`config.mk`:
```
export PLATFORM = sky130hd
export DESIGN_NAME = irq_pend_source_flat
export DESIGN_NICKNAME = d
export VERILOG_FILES = /design/src/rtl/irq_pend_if.sv /design/src/rtl/irq_pend_source.sv /design/src/flat_wrapper.sv
export SDC_FILE = /design/constraint.sdc
export NUM_CORES = 1
export LEC_CHECK = 0
export CAP_MARGIN = 10
export CELL_PAD_IN_SITES_DETAIL_PLACEMENT = 1
export CELL_PAD_IN_SITES_GLOBAL_PLACEMENT = 1
export CORE_UTILIZATION = 46
export DETAILED_ROUTE_END_ITERATION = 12
export PLACE_DENSITY = 0.84
export REMOVE_ABC_BUFFERS = 1
export SLEW_MARGIN = 30
export SYNTH_ARGS = -nofsm -noshare
export SYNTH_HDL_FRONTEND = slang
export SYNTH_SLANG_ARGS = --single-unit
```
`constraint.sdc`:
```
create_clock -name clk -period 7.8 [get_ports clk]
set_input_delay 1.95 -clock clk [delete_from_list [all_inputs] [get_ports clk]]
set_output_delay 1.95 -clock clk [all_outputs]
set_load 0.005 [all_outputs]
```
`src/rtl/irq_pend_if.sv`:
```
// Pend/take handshake between an interrupt source block and the CLIC.
//   pend_valid  initiator -> CLIC  request presented
//   pend_id     initiator -> CLIC  source id of the presented request
//   pend_ready  CLIC -> initiator  request accepted this cycle
//   take_valid  CLIC -> initiator  an interrupt was taken this cycle
//   take_id     CLIC -> initiator  id of the taken interrupt
interface irq_pend_if #(
  parameter int IdWidth = 3
) ();
  logic               pend_valid;
  logic [IdWidth-1:0] pend_id;
  logic               pend_ready;
  logic               take_valid;
  logic [IdWidth-1:0] take_id;

  modport master (
    output pend_valid, pend_id,
    input  pend_ready, take_valid, take_id
  );

  modport slave (
    input  pend_valid, pend_id,
    output pend_ready, take_valid, take_id
  );
endinterface

```
`src/rtl/irq_pend_source.sv`:
```
// Initiator side of the CLIC pend interface.
// Samples NumSrc interrupt lines (edge or level per source), tracks every source
// through IDLE/REQ/SENT, presents one pend request at a time chosen round-robin,
// and retires a source when the CLIC reports it taken.
// Ports:
//   clk, reset   clock, synchronous active-high reset
//   irq_in       interrupt lines, already synchronous to clk
//   edge_mode    per source: 1 = rising-edge trigger, 0 = level trigger
//   src_enable   per source enable; 0 blocks new triggers
//   ovf_clear    clears the sticky overflow flag
//   overflow     sticky: a trigger was coalesced into an outstanding source
//   outstanding  per source: state != IDLE
//   pend         pend/take handshake (master side)
module irq_pend_source #(
  parameter int NumSrc  = 8,
  parameter int IdWidth = 3
) (
  input  logic              clk,
  input  logic              reset,
  input  logic [NumSrc-1:0] irq_in,
  input  logic [NumSrc-1:0] edge_mode,
  input  logic [NumSrc-1:0] src_enable,
  input  logic              ovf_clear,
  output logic              overflow,
  output logic [NumSrc-1:0] outstanding,
  irq_pend_if.master        pend
);

  typedef enum logic [1:0] {
    S_IDLE = 2'd0,
    S_REQ  = 2'd1,
    S_SENT = 2'd2
  } src_state_e;

  src_state_e         state_q [NumSrc];
  src_state_e         state_d [NumSrc];
  logic [NumSrc-1:0]  irq_prev;
  logic [IdWidth-1:0] rr_ptr;
  logic               pend_valid_q;
  logic [IdWidth-1:0] pend_id_q;
  logic               overflow_q;

  logic [NumSrc-1:0]  trig;
  logic [NumSrc-1:0]  presented;
  logic [NumSrc-1:0]  take_hit;
  logic [NumSrc-1:0]  cand;
  logic               accept;
  logic               search;
  logic               found;
  logic [IdWidth-1:0] sel;
  logic               ovf_set;

  assign pend.pend_valid = pend_valid_q;
  assign pend.pend_id    = pend_id_q;
  assign overflow        = overflow_q;

  assign accept = pend_valid_q && pend.pend_ready;
  // The bus is free to load a new request when idle or when the current one
  // is being accepted this cycle.
  assign search = !pend_valid_q || accept;

  assign trig = src_enable & ((edge_mode & irq_in & ~irq_prev) | (~edge_mode & irq_in));

  always_comb begin
    for (int i = 0; i < NumSrc; i++) begin
      outstanding[i] = (state_q[i] != S_IDLE);
      presented[i]   = pend_valid_q && (pend_id_q == IdWidth'(i));
      // take_id values >= NumSrc never match any i and are ignored.
      take_hit[i]    = pend.take_valid && (pend.take_id == IdWidth'(i));
      // A disabled REQ source is leaving this cycle, and the source being
      // accepted is leaving REQ, so neither may be selected.
      cand[i]        = (state_q[i] == S_REQ) && src_enable[i] && !(presented[i] && accept);
    end
  end

  // Per-source state transitions and coalescing detection.
  always_comb begin
    ovf_set = 1'b0;
    for (int i = 0; i < NumSrc; i++) begin
      state_d[i] = state_q[i];
      unique case (state_q[i])
        S_IDLE: begin
          if (trig[i]) state_d[i] = S_REQ;
        end
        S_REQ: begin
          if (presented[i] && accept)              state_d[i] = S_SENT;
          else if (!src_enable[i] && !presented[i]) state_d[i] = S_IDLE;
          // A held level line is the same request, not a new one.
          if (trig[i] && edge_mode[i]) ovf_set = 1'b1;
        end
        S_SENT: begin
          if (take_hit[i])                      state_d[i] = trig[i] ? S_REQ : S_IDLE;
          else if (trig[i] && edge_mode[i])     ovf_set = 1'b1;
        end
        default: state_d[i] = S_IDLE;
      endcase
    end
  end

  // Round-robin search starting at rr_ptr, wrapping at NumSrc-1.
  always_comb begin
    int idx;
    found = 1'b0;
    sel   = '0;
    for (int k = 0; k < NumSrc; k++) begin
      idx = int'(rr_ptr) + k;
      if (idx >= NumSrc) idx = idx - NumSrc;
      if (!found && cand[idx]) begin
        found = 1'b1;
        sel   = IdWidth'(idx);
      end
    end
  end

  always_ff @(posedge clk) begin
    if (reset) begin
      for (int i = 0; i < NumSrc; i++) state_q[i] <= S_IDLE;
      pend_valid_q <= 1'b0;
      pend_id_q    <= '0;
      overflow_q   <= 1'b0;
      rr_ptr       <= '0;
      // Tracking the lines during reset means a line already high at release
      // is not seen as a rising edge.
      irq_prev     <= irq_in;
    end else begin
      for (int i = 0; i < NumSrc; i++) state_q[i] <= state_d[i];
      irq_prev <= irq_in;

      if (ovf_set)        overflow_q <= 1'b1;
      else if (ovf_clear) overflow_q <= 1'b0;

      if (search) begin
        if (found) begin
          pend_valid_q <= 1'b1;
          pend_id_q    <= sel;
          if (int'(sel) == NumSrc - 1) rr_ptr <= '0;
          else                         rr_ptr <= sel + 1'b1;
        end else begin
          pend_valid_q <= 1'b0;
        end
      end
    end
  end

endmodule

```
`src/flat_wrapper.sv`:
```
// flat-port wrapper written by rule: the top's interface ports become plain ports
module irq_pend_source_flat 
#(
  parameter int NumSrc  = 8,
  parameter int IdWidth = 3
)
  (clk, reset, irq_in, edge_mode, src_enable, ovf_clear, overflow, outstanding, pend_pend_valid, pend_pend_id, pend_pend_ready, pend_take_valid, pend_take_id);
  irq_pend_if #(.IdWidth(IdWidth)) pend_i ();
  input  logic clk;
  input  logic reset;
  input  logic [NumSrc-1:0] irq_in;
  input  logic [NumSrc-1:0] edge_mode;
  input  logic [NumSrc-1:0] src_enable;
  input  logic ovf_clear;
  output logic overflow;
  output logic [NumSrc-1:0] outstanding;
  output wire logic [$bits(pend_i.pend_valid)-1:0] pend_pend_valid;
  output wire logic [$bits(pend_i.pend_id)-1:0] pend_pend_id;
  input wire logic [$bits(pend_i.pend_ready)-1:0] pend_pend_ready;
  input wire logic [$bits(pend_i.take_valid)-1:0] pend_take_valid;
  input wire logic [$bits(pend_i.take_id)-1:0] pend_take_id;
  assign pend_pend_valid = pend_i.pend_valid;
  assign pend_pend_id = pend_i.pend_id;
  assign pend_i.pend_ready = pend_pend_ready;
  assign pend_i.take_valid = pend_take_valid;
  assign pend_i.take_id = pend_take_id;
  irq_pend_source #(.NumSrc(NumSrc), .IdWidth(IdWidth)) u_core (.clk(clk), .reset(reset), .irq_in(irq_in), .edge_mode(edge_mode), .src_enable(src_enable), .ovf_clear(ovf_clear), .overflow(overflow), .outstanding(outstanding), .pend(pend_i));
endmodule
```
Word level (Yosys, flattened, before mapping)
Memory sizes are Yosys's and may differ from the RTL's. Cells that the tools add are included.

Add/subtract/negate cells: 16. Bitwise gates (word level): 15. Equality and inequality tests: 31. Reductions and logical operators: 117. Order comparisons: 16. Multiplexer cells: 135.

Operators by type and width (number): $lt A32 B5 Y1 const B (8); $mux W32 (8); $ge A32 B5 Y1 const B (7); $sub A32 B5 Y32 const B (7); $mux W2 (40); $logic_and A1 B1 Y1 (64); $mux W1 (54); $pmux W2 S3 (8); $and A8 B8 Y8 (4); $logic_not A1 Y1 (32); $mux W3 (9); $bmux W1 S3 (8); $eq A3 B3 Y1 const B (8); $reduce_bool A2 Y1 (9); $add A3 B3 Y4 const B (4); $eq A2 B1 Y1 const B (8); $eq A2 B2 Y1 const B (8); $logic_not A2 Y1 (8); $not A8 Y8 (2); $pmux W1 S2 (8); $eq A3 B2 Y1 const B (4); $eq A3 B1 Y1 const B (3); $add A3 B2 Y4 const B (2); $or A1 B1 Y1 (8); 8 further kinds (9).

Logic and storage cells: 336. Output and inout port bits: 13. Bits in registers: 16. Memories kept: 1. Bits in writable memories: 16.

Memories: u_core.state_q (words 8, bits a word 2, rd ports 8, clocked after memory_dff 0, write ports 8, RTL line irq_pend_source.sv:35) `src_state_e state_q [NumSrc];`.

Logic depth before layout (Yosys ltp)
Gate-level depths: netlist of the first run.

Depth after elaboration: 32. Gate-level depth with buffers: 15. Depth with buffers taken out: 14.

Worst setup path after synthesis of the first run
OpenSTA, ideal clock, no wires.

Path type: in2reg. Start: in pend_pend_ready. End: reg u_core.rr_ptr[2]. Stages on the path: 13. Setup time: 128 ps. Buffers on the path: 1. Arrival time: 4820 ps. Slack: 2852 ps. Path through: buf_4 -> or3b_4 -> o211ai_1 -> mux2i_1 -> mux4_2 -> a2111oi_4 -> nand2_1 -> o2bb2ai_1 -> nor2_1 -> ha_1 -> ha_1 -> mux2i_1 -> nor2_1.

Longest elaborated chain between the ends: 31. Elaborated cells between the ends (all ways): 84.

Ends and longest elaborated chain: from (decl) (RTL line flat_wrapper.sv:19) `input wire logic [$bits(pend_i.pend_ready)-1:0] pend_pend_ready;`; $logic_and A1 B1 Y1 (*) (RTL line irq_pend_source.sv:57) `assign accept = pend_valid_q && pend.pend_ready;`; $logic_and A1 B1 Y1 (RTL line irq_pend_source.sv:72) `cand[i] = (state_q[i] == S_REQ) && src_enable[i] && !(presented[i] && accept);`; $logic_not A1 Y1 (RTL line irq_pend_source.sv:72); $logic_and A1 B1 Y1 (RTL line irq_pend_source.sv:72); $bmux W1 S3 (RTL line irq_pend_source.sv:108) `if (!found && cand[idx]) begin`; $mux W1 (not written as such) (2 in a row) (RTL line irq_pend_source.sv:108); $mux W1 (RTL line irq_pend_source.sv:108); $logic_not A1 Y1 (RTL line irq_pend_source.sv:108); [... 15 more ...]; $logic_and A1 B1 Y1 (RTL line irq_pend_source.sv:108); $mux W1 (RTL line irq_pend_source.sv:108); $logic_not A1 Y1 (RTL line irq_pend_source.sv:108); $logic_and A1 B1 Y1 (RTL line irq_pend_source.sv:108); $mux W3 (*) (RTL line irq_pend_source.sv:108); named net u_core.sel[1] (RTL line irq_pend_source.sv:50) `logic [IdWidth-1:0] sel;`; $add A3 B1 Y3 / $eq A3 B1 Y1 (equally long branches) (RTL line irq_pend_source.sv:137, irq_pend_source.sv:136); $mux W3 (*) (RTL line irq_pend_source.sv:136) `if (int'(sel) == NumSrc - 1) rr_ptr <= '0;`; to (signal assigned) (RTL line irq_pend_source.sv:137) `else rr_ptr <= sel + 1'b1;`; to (decl) (RTL line irq_pend_source.sv:38) `logic [IdWidth-1:0] rr_ptr;`.

The timed path passes the listed nets; every way through them passes the cells marked *. The select of a mux whose other input is x is not followed. A chain may end at the register's enable or synchronous reset.

Worst setup path after layout of the first run
Ends and elaborated chain as after synthesis.

==> results.toml, run 1 <==
[placement]
portBuffers = 44
dp.cells = 554
dp_hpwl_um = 8520
place_area_sq_um = 3990
gp_congestion = 0.864

[pwr]
p_leak_uw = 0.00154
powerDensity_nw_per_um2 = 248
peakVddDrop_mv = 0.0821
swShare_pct = 47.5
comb_power_share_pct = 63.0
totalPowerFinal_uw = 1010
power_switching_uw = 481
p_int_uw = 531
pwr-share-seq_pct = 23.2
clkPwrFrac_pct = 13.9

[logic_synthesis]
synth.area.mux_share_pct = 12.3
async_reset_ff_share_pct = 0
synth_top_area_share_pct = 18.4
avgSynthCellArea_sq_um = 8.23
synth_top_cell_by_area = "dfxtp_1"
yosys-top-cells-area = "dfxtp_1 18%, ha_1 13%, mux4_1 6.0%, a21oi_1 5.4%, nor2_1 4.4%"
yosysUniqueCellTypes = 71
ys_ff_latch = 32
syn_area_sq_um = 3490
ys.flop_type = "dfxtp_1"
synth_compound_area_share_pct = 27.8
yosys_warnings = 0
synth_xor_area_share_pct = 0.753
synth_edf_count = 0
synth_top_family_by_area = "compound AO/OA/AOI/OAI gates"
seq_area_frac_synth_pct = 18.4
synth_simple_gate_area_share_pct = 21.9
synth_cells = 424
synth_fa_ha_area_share_pct = 12.9

[final_layout]
area_growth_pct = 16.8
regArea_sq_um = 641
final_core_util_pct = 55.9
layout_commonest_cell = "clkdlybuf4s50_1"
antenna-diode-count = 0
drive_above_1_share_pct = 6.91
final_area_sq_um = 4080
multi_input_area_sq_um = 2640
nNetsFinal = 530
final_cell_mix = "44 x clkdlybuf4s50_1, 41 x nor2_1, 38 x a21oi_1"
layout.cells.non_filler = 562
fill_cells = 917

[drt]
dr.pass1.iters = 4
via_per_inst = 6.34
wirelength_um = 10700
drt_iter0_drc = 192
drcViolationCount = 0
vias = 3561
routedWlPerCell_um = 19.1
antenna_left = 0

[global_routing]
grt_pass1_vias = 3548
grt_pass1_wl_um = 17300
gr-total-overflow = 0
grt_max_degree = 25
antenna_found_initial = 0
grt_usage_pct = 28.2

[worst_setup_path]
critPathRequiredTime_ns = 7.97
cp-start-kind = "input pin"
max_stage_delay_ns = 0.73
path_buf_inv = 1
critPathKind = "in2reg"
cp.arrival_ns = 6.00
crit_chain = "clkdlybuf4s50_1, nand3_1, o211ai_1, o22ai_1, mux4_2, a2111oi_4, nand2_1, o2bb2ai_1, nor2_1, ha_1, ha_1, mux2i_1, nor2_1"
cp_slowest_cell = "clkdlybuf4s50_1"
crit_path_end_kind = "flip-flop"
critPathMaxFanout = 9
cp_top_family = "compound AO/OA/AOI/OAI gates"

[cts]
clock_path_buffers = 2
cts_root_buffer = "clkbuf_8"
post_cts_resized = 0
cts-buffers-inserted = 5
clock-sinks = 32
post-cts-setup-buffers = 0
clk_latency_ns = 0.29
clk_pin_slew_ns = 0.07
cts_tree = "yes"
cts_hold_buf = 0
cts_max_level = 2

[floorplanning]
die_y_um = 89.1
initial_core_util_pct = 47.9
dieWidth_um = 89.1
ios = 45
die_area_sq_um = 7940
core_area_sq_um = 7290
fp-row-count = 31

[run_status]
run_status = "complete, no violations"

[flow_run]
drv_cap = 0

[timing]
fin_crit_sh_pct = 74.7
setup_viol = 0
finalSetupTns_ns = 0
maxSlewViolCount = 0
hold_viol_final = 0
tightest_slew_ns = 0.746
rsz0062_at_grt = "false"
slew_headroom_pct = 49.9
fin_crit_ns = 5.83
max_freq_ghz = 0.172
fin_skew_ns = 0.00529

[worst_hold_path]
hold_path_class = "reg2reg"
## final cells by class
type	count	area share, %
inverter	33	3.04
multi-input combinational	344	64.8
tap	99	3.04
sequential	32	15.7
clock buffer	8	2.21
timing repair buffer	46	11.2
## flip-flops by register name, summed over array words and instances, names as in the netlist
signal	count
u_core.rr_ptr	3
u_core.overflow	1
u_core.irq_prev	8
u_core.pend.pend_id	3
u_core.pend.pend_valid	1
u_core.state_q	16
## metal layers
layer | part of all wire (%) | GRT usage, % | vias to the layer above
met2 | 49 | 49.5 | 105
met3 | 4.3 | 4.16 | 24
met1 | 44 | 35.2 | 1741
met4 | 2.4 | 9.52 | 0
li1 | - | - | 1691
met5 | 0 | 0 | -
## through the flow
step	setup WS (ns)	hold WS [ns]
after global routing	1.71	0.535
after global placement	2.00	0.479
final	1.97	0.501
after CTS	2.02	0.506
after floorplan	3.00	0.460
after detailed placement	1.73	0.496
## cells by family (layout without fill, tap and decap cells)
logic type,count (synthesis),in the layout
simple gates,145,145
xor+xnor,3,3
mux,27,27
fa+ha+maj,36,36
flops,32,32
buf+inv,48,87
compound gates,133,133
## final timing paths
check | start | end | slack [ns] | cells past startpoint
worst max-delay path | pend_pend_ready | u_core.rr_ptr[2] | 1.97 | 13
worst min-delay path | u_core.state_q[3][0] | u_core.state_q[3][0] | 0.50 | 2
worst max register to register | u_core.rr_ptr[1] | u_core.rr_ptr[2] | 3.65 | 12
worst min register to register | u_core.state_q[3][0] | u_core.state_q[3][0] | 0.50 | 2
## power by group through the flow
stage	logic, uW	registers, uW	clock network (uW)
after detailed placement	627	237	0
final	637	234	140
after floorplan	437	231	0
after global placement	607	235	0
after global routing	697	239	149
after CTS	631	234	142
## cells in the mapped netlist, types with 4 or more instances
master and n:
o211ai_1 15, o31ai_1 8, or2_2 4, nand3_1 9, mux2i_1 13, or3_1 9
clkbuf_1 9, and4b_1 4, dfxtp_1 32, nand2_1 35, nor4_1 6, a41oi_1 4
nand2b_1 10, nor3_1 4, nor2_1 41, nor2b_1 4, o21ai_0 14, ha_1 36
o221ai_1 6, nand3b_1 7, mux2_2 4, inv_1 32, mux4_1 8, a21oi_1 38
## tightest hold or removal path, stage by stage (launching register included)
cell and delay [ns]:
dfxtp_1 0.34, nand2_1 0.07, a21oi_1 0.05
No activity file was read; power rests on OpenSTA's default activity.
==> inputs of run 2 (changes only) <==
CORE_UTILIZATION = 38   (was 46)
PLACE_DENSITY = 0.74   (was 0.84)
clock period = 4.7 ns   (was 7.8 ns; I/O delays follow)
==> run 2 against run 1 <==
Compared with the run above: sequential power increased by 65%; via count increased by 1.4%; setup slack got worse by 1.5 ns; non-clock buffer count increased by 32; critical path type unchanged; critical endpoint unchanged; largest cell class unchanged.
==> results.toml, run 2 (same netlist as run 1, synthesis figures left out) <==
[run_status]
run_status = "complete, no violations"

[worst_setup_path]
crit_start = "src_enable[0]"
worstReg2RegStart = "u_core.pend.pend_id[0]"
r2r_slack_ns = 1.01
cp-start-kind = "input pin"
crit_path_end_kind = "flip-flop"
critPathKind = "in2reg"
cp_top_family = "multiplexers"
path_buf_inv = 2
cp_slowest_cell = "mux4_1"
cp.arrival_ns = 4.39
max_stage_delay_ns = 0.59
crit_chain = "clkdlybuf4s50_1, o211ai_1, buf_4, mux4_1, mux2_2, a21oi_1, nor2_1, o31ai_1, nand2_1, ha_1, ha_1, mux2i_1, nor2_1"
critPathMaxFanout = 4
critPathRequiredTime_ns = 4.86

[timing]
whs_ns = 0.500
finalSetupTns_ns = 0
hold_viol_final = 0
fin_crit_sh_pct = 90.0
rsz0062_at_grt = "false"
maxSlewViolCount = 0
setup_viol = 0
fin_skew_ns = 0.00886
setup_ws_ns = 0.470
fin_crit_ns = 4.23
tightest_slew_ns = 0.743
max_freq_ghz = 0.236
slew_headroom_pct = 50.1

[placement]
portBuffers = 44
gp_congestion = 0.958
dp_slack_ns = -0.144
place_area_sq_um = 4240
dp_hpwl_um = 9300

[global_routing]
grt_pass1_wl_um = 18900
gr-total-overflow = 0
antenna_found_initial = 0
grt_pass1_vias = 3754
grt_max_degree = 19
grt_usage_pct = 24.6

[pwr]
power_switching_uw = 848
p_int_uw = 973
p_leak_uw = 0.00170
pwr-share-seq_pct = 21.2
clkPwrFrac_pct = 12.2
peakVddDrop_mv = 0.145
powerDensity_nw_per_um2 = 418
swShare_pct = 46.6
comb_power_share_pct = 66.5

[drt]
wirelength_um = 11400
via_per_inst = 5.99
vias = 3612
drcViolationCount = 0
dr.pass1.iters = 4
antenna_left = 0
drt_iter0_drc = 141
routedWlPerCell_um = 18.9

[floorplanning]
die_y_um = 97.8
fp-row-count = 34
core_area_sq_um = 8810
die_area_sq_um = 9570
ios = 45
dieWidth_um = 97.8
initial_core_util_pct = 39.6

[final_layout]
nNetsFinal = 562
final_cell_mix = "43 x clkdlybuf4s50_1, 41 x nor2_1, 38 x a21oi_1"
final_core_util_pct = 49.5
final_area_sq_um = 4360
top_register = "u_core.state_q"
top_regs = "u_core.state_q (16), u_core.irq_prev (8)"
largest_reg_flops = 16
layout_commonest_cell = "clkdlybuf4s50_1"
area_growth_pct = 24.8
antenna-diode-count = 0
drive_above_1_share_pct = 14.1

[cts]
post-cts-setup-buffers = 0
clk_latency_ns = 0.30
post_cts_resized = 0
clock-sinks = 32
cts-buffers-inserted = 5
cts_root_buffer = "clkbuf_8"
cts_tree = "yes"
clock_path_buffers = 2
clk_pin_slew_ns = 0.08
cts_max_level = 2
cts_hold_buf = 0

[flow_run]
drv_cap = 0

[worst_hold_path]
hold_path_class = "reg2reg"
hold_path.startpoint = "u_core.state_q[3][0]"
-- run 2: power groups by stage --
| stage | Clock, uW | Sequential, uW | Combinational [uW] |
|---|---|---|---|
| finish | 223 | 387 | 1210 |
| global route | 248 | 393 | 1320 |
| CTS | 235 | 386 | 1190 |
| detailed placement | 0 | 392 | 1180 |
| global placement | 0 | 388 | 1160 |
| floorplan | 0 | 384 | 726 |
-- run 2: stage by stage --
stage / total power, uW / instances
2_1_floorplan: 1110 / 409
3_3_place_gp: 1550 / 595
3_5_place_dp: 1580 / 595
4_1_cts: 1810 / 603
5_1_grt: 1960 / 603
6_report: 1820 / 603
-- run 2: final cells by class --
type                       instances  area (sq um)
fill                            1083          4450
multi-input combinational        344          2670
timing repair buffer              78           698
sequential                        32           641
tap                              108           135
inverter                          33           124
clock buffer                       5          68.8
clock inverter                     3          18.8
-- run 2: path summary, 6_finish.rpt --
path | endpoint | cells past startpoint
min reg2reg | u_core.state_q[3][0] | 2
max | u_core.rr_ptr[2] | 13
min | u_core.state_q[3][0] | 2
max reg2reg | u_core.rr_ptr[2] | 13
-- run 2: worst min-delay path, delay by kind of cell (launching register included) --
kind,cells,cell delay (ns)
AO/OA/AOI/OAI,1,0.05
flip-flops,1,0.34
AND/OR/NAND/NOR,1,0.07
-- run 2: layer usage --
metal,GRT usage [%],up-vias,part of all wire (%)
met4,5.71,0,1.7
met2,43.9,88,49
li1,-,1749,-
met1,31.4,1760,45
met5,0,-,0
met3,3.29,15,4.9
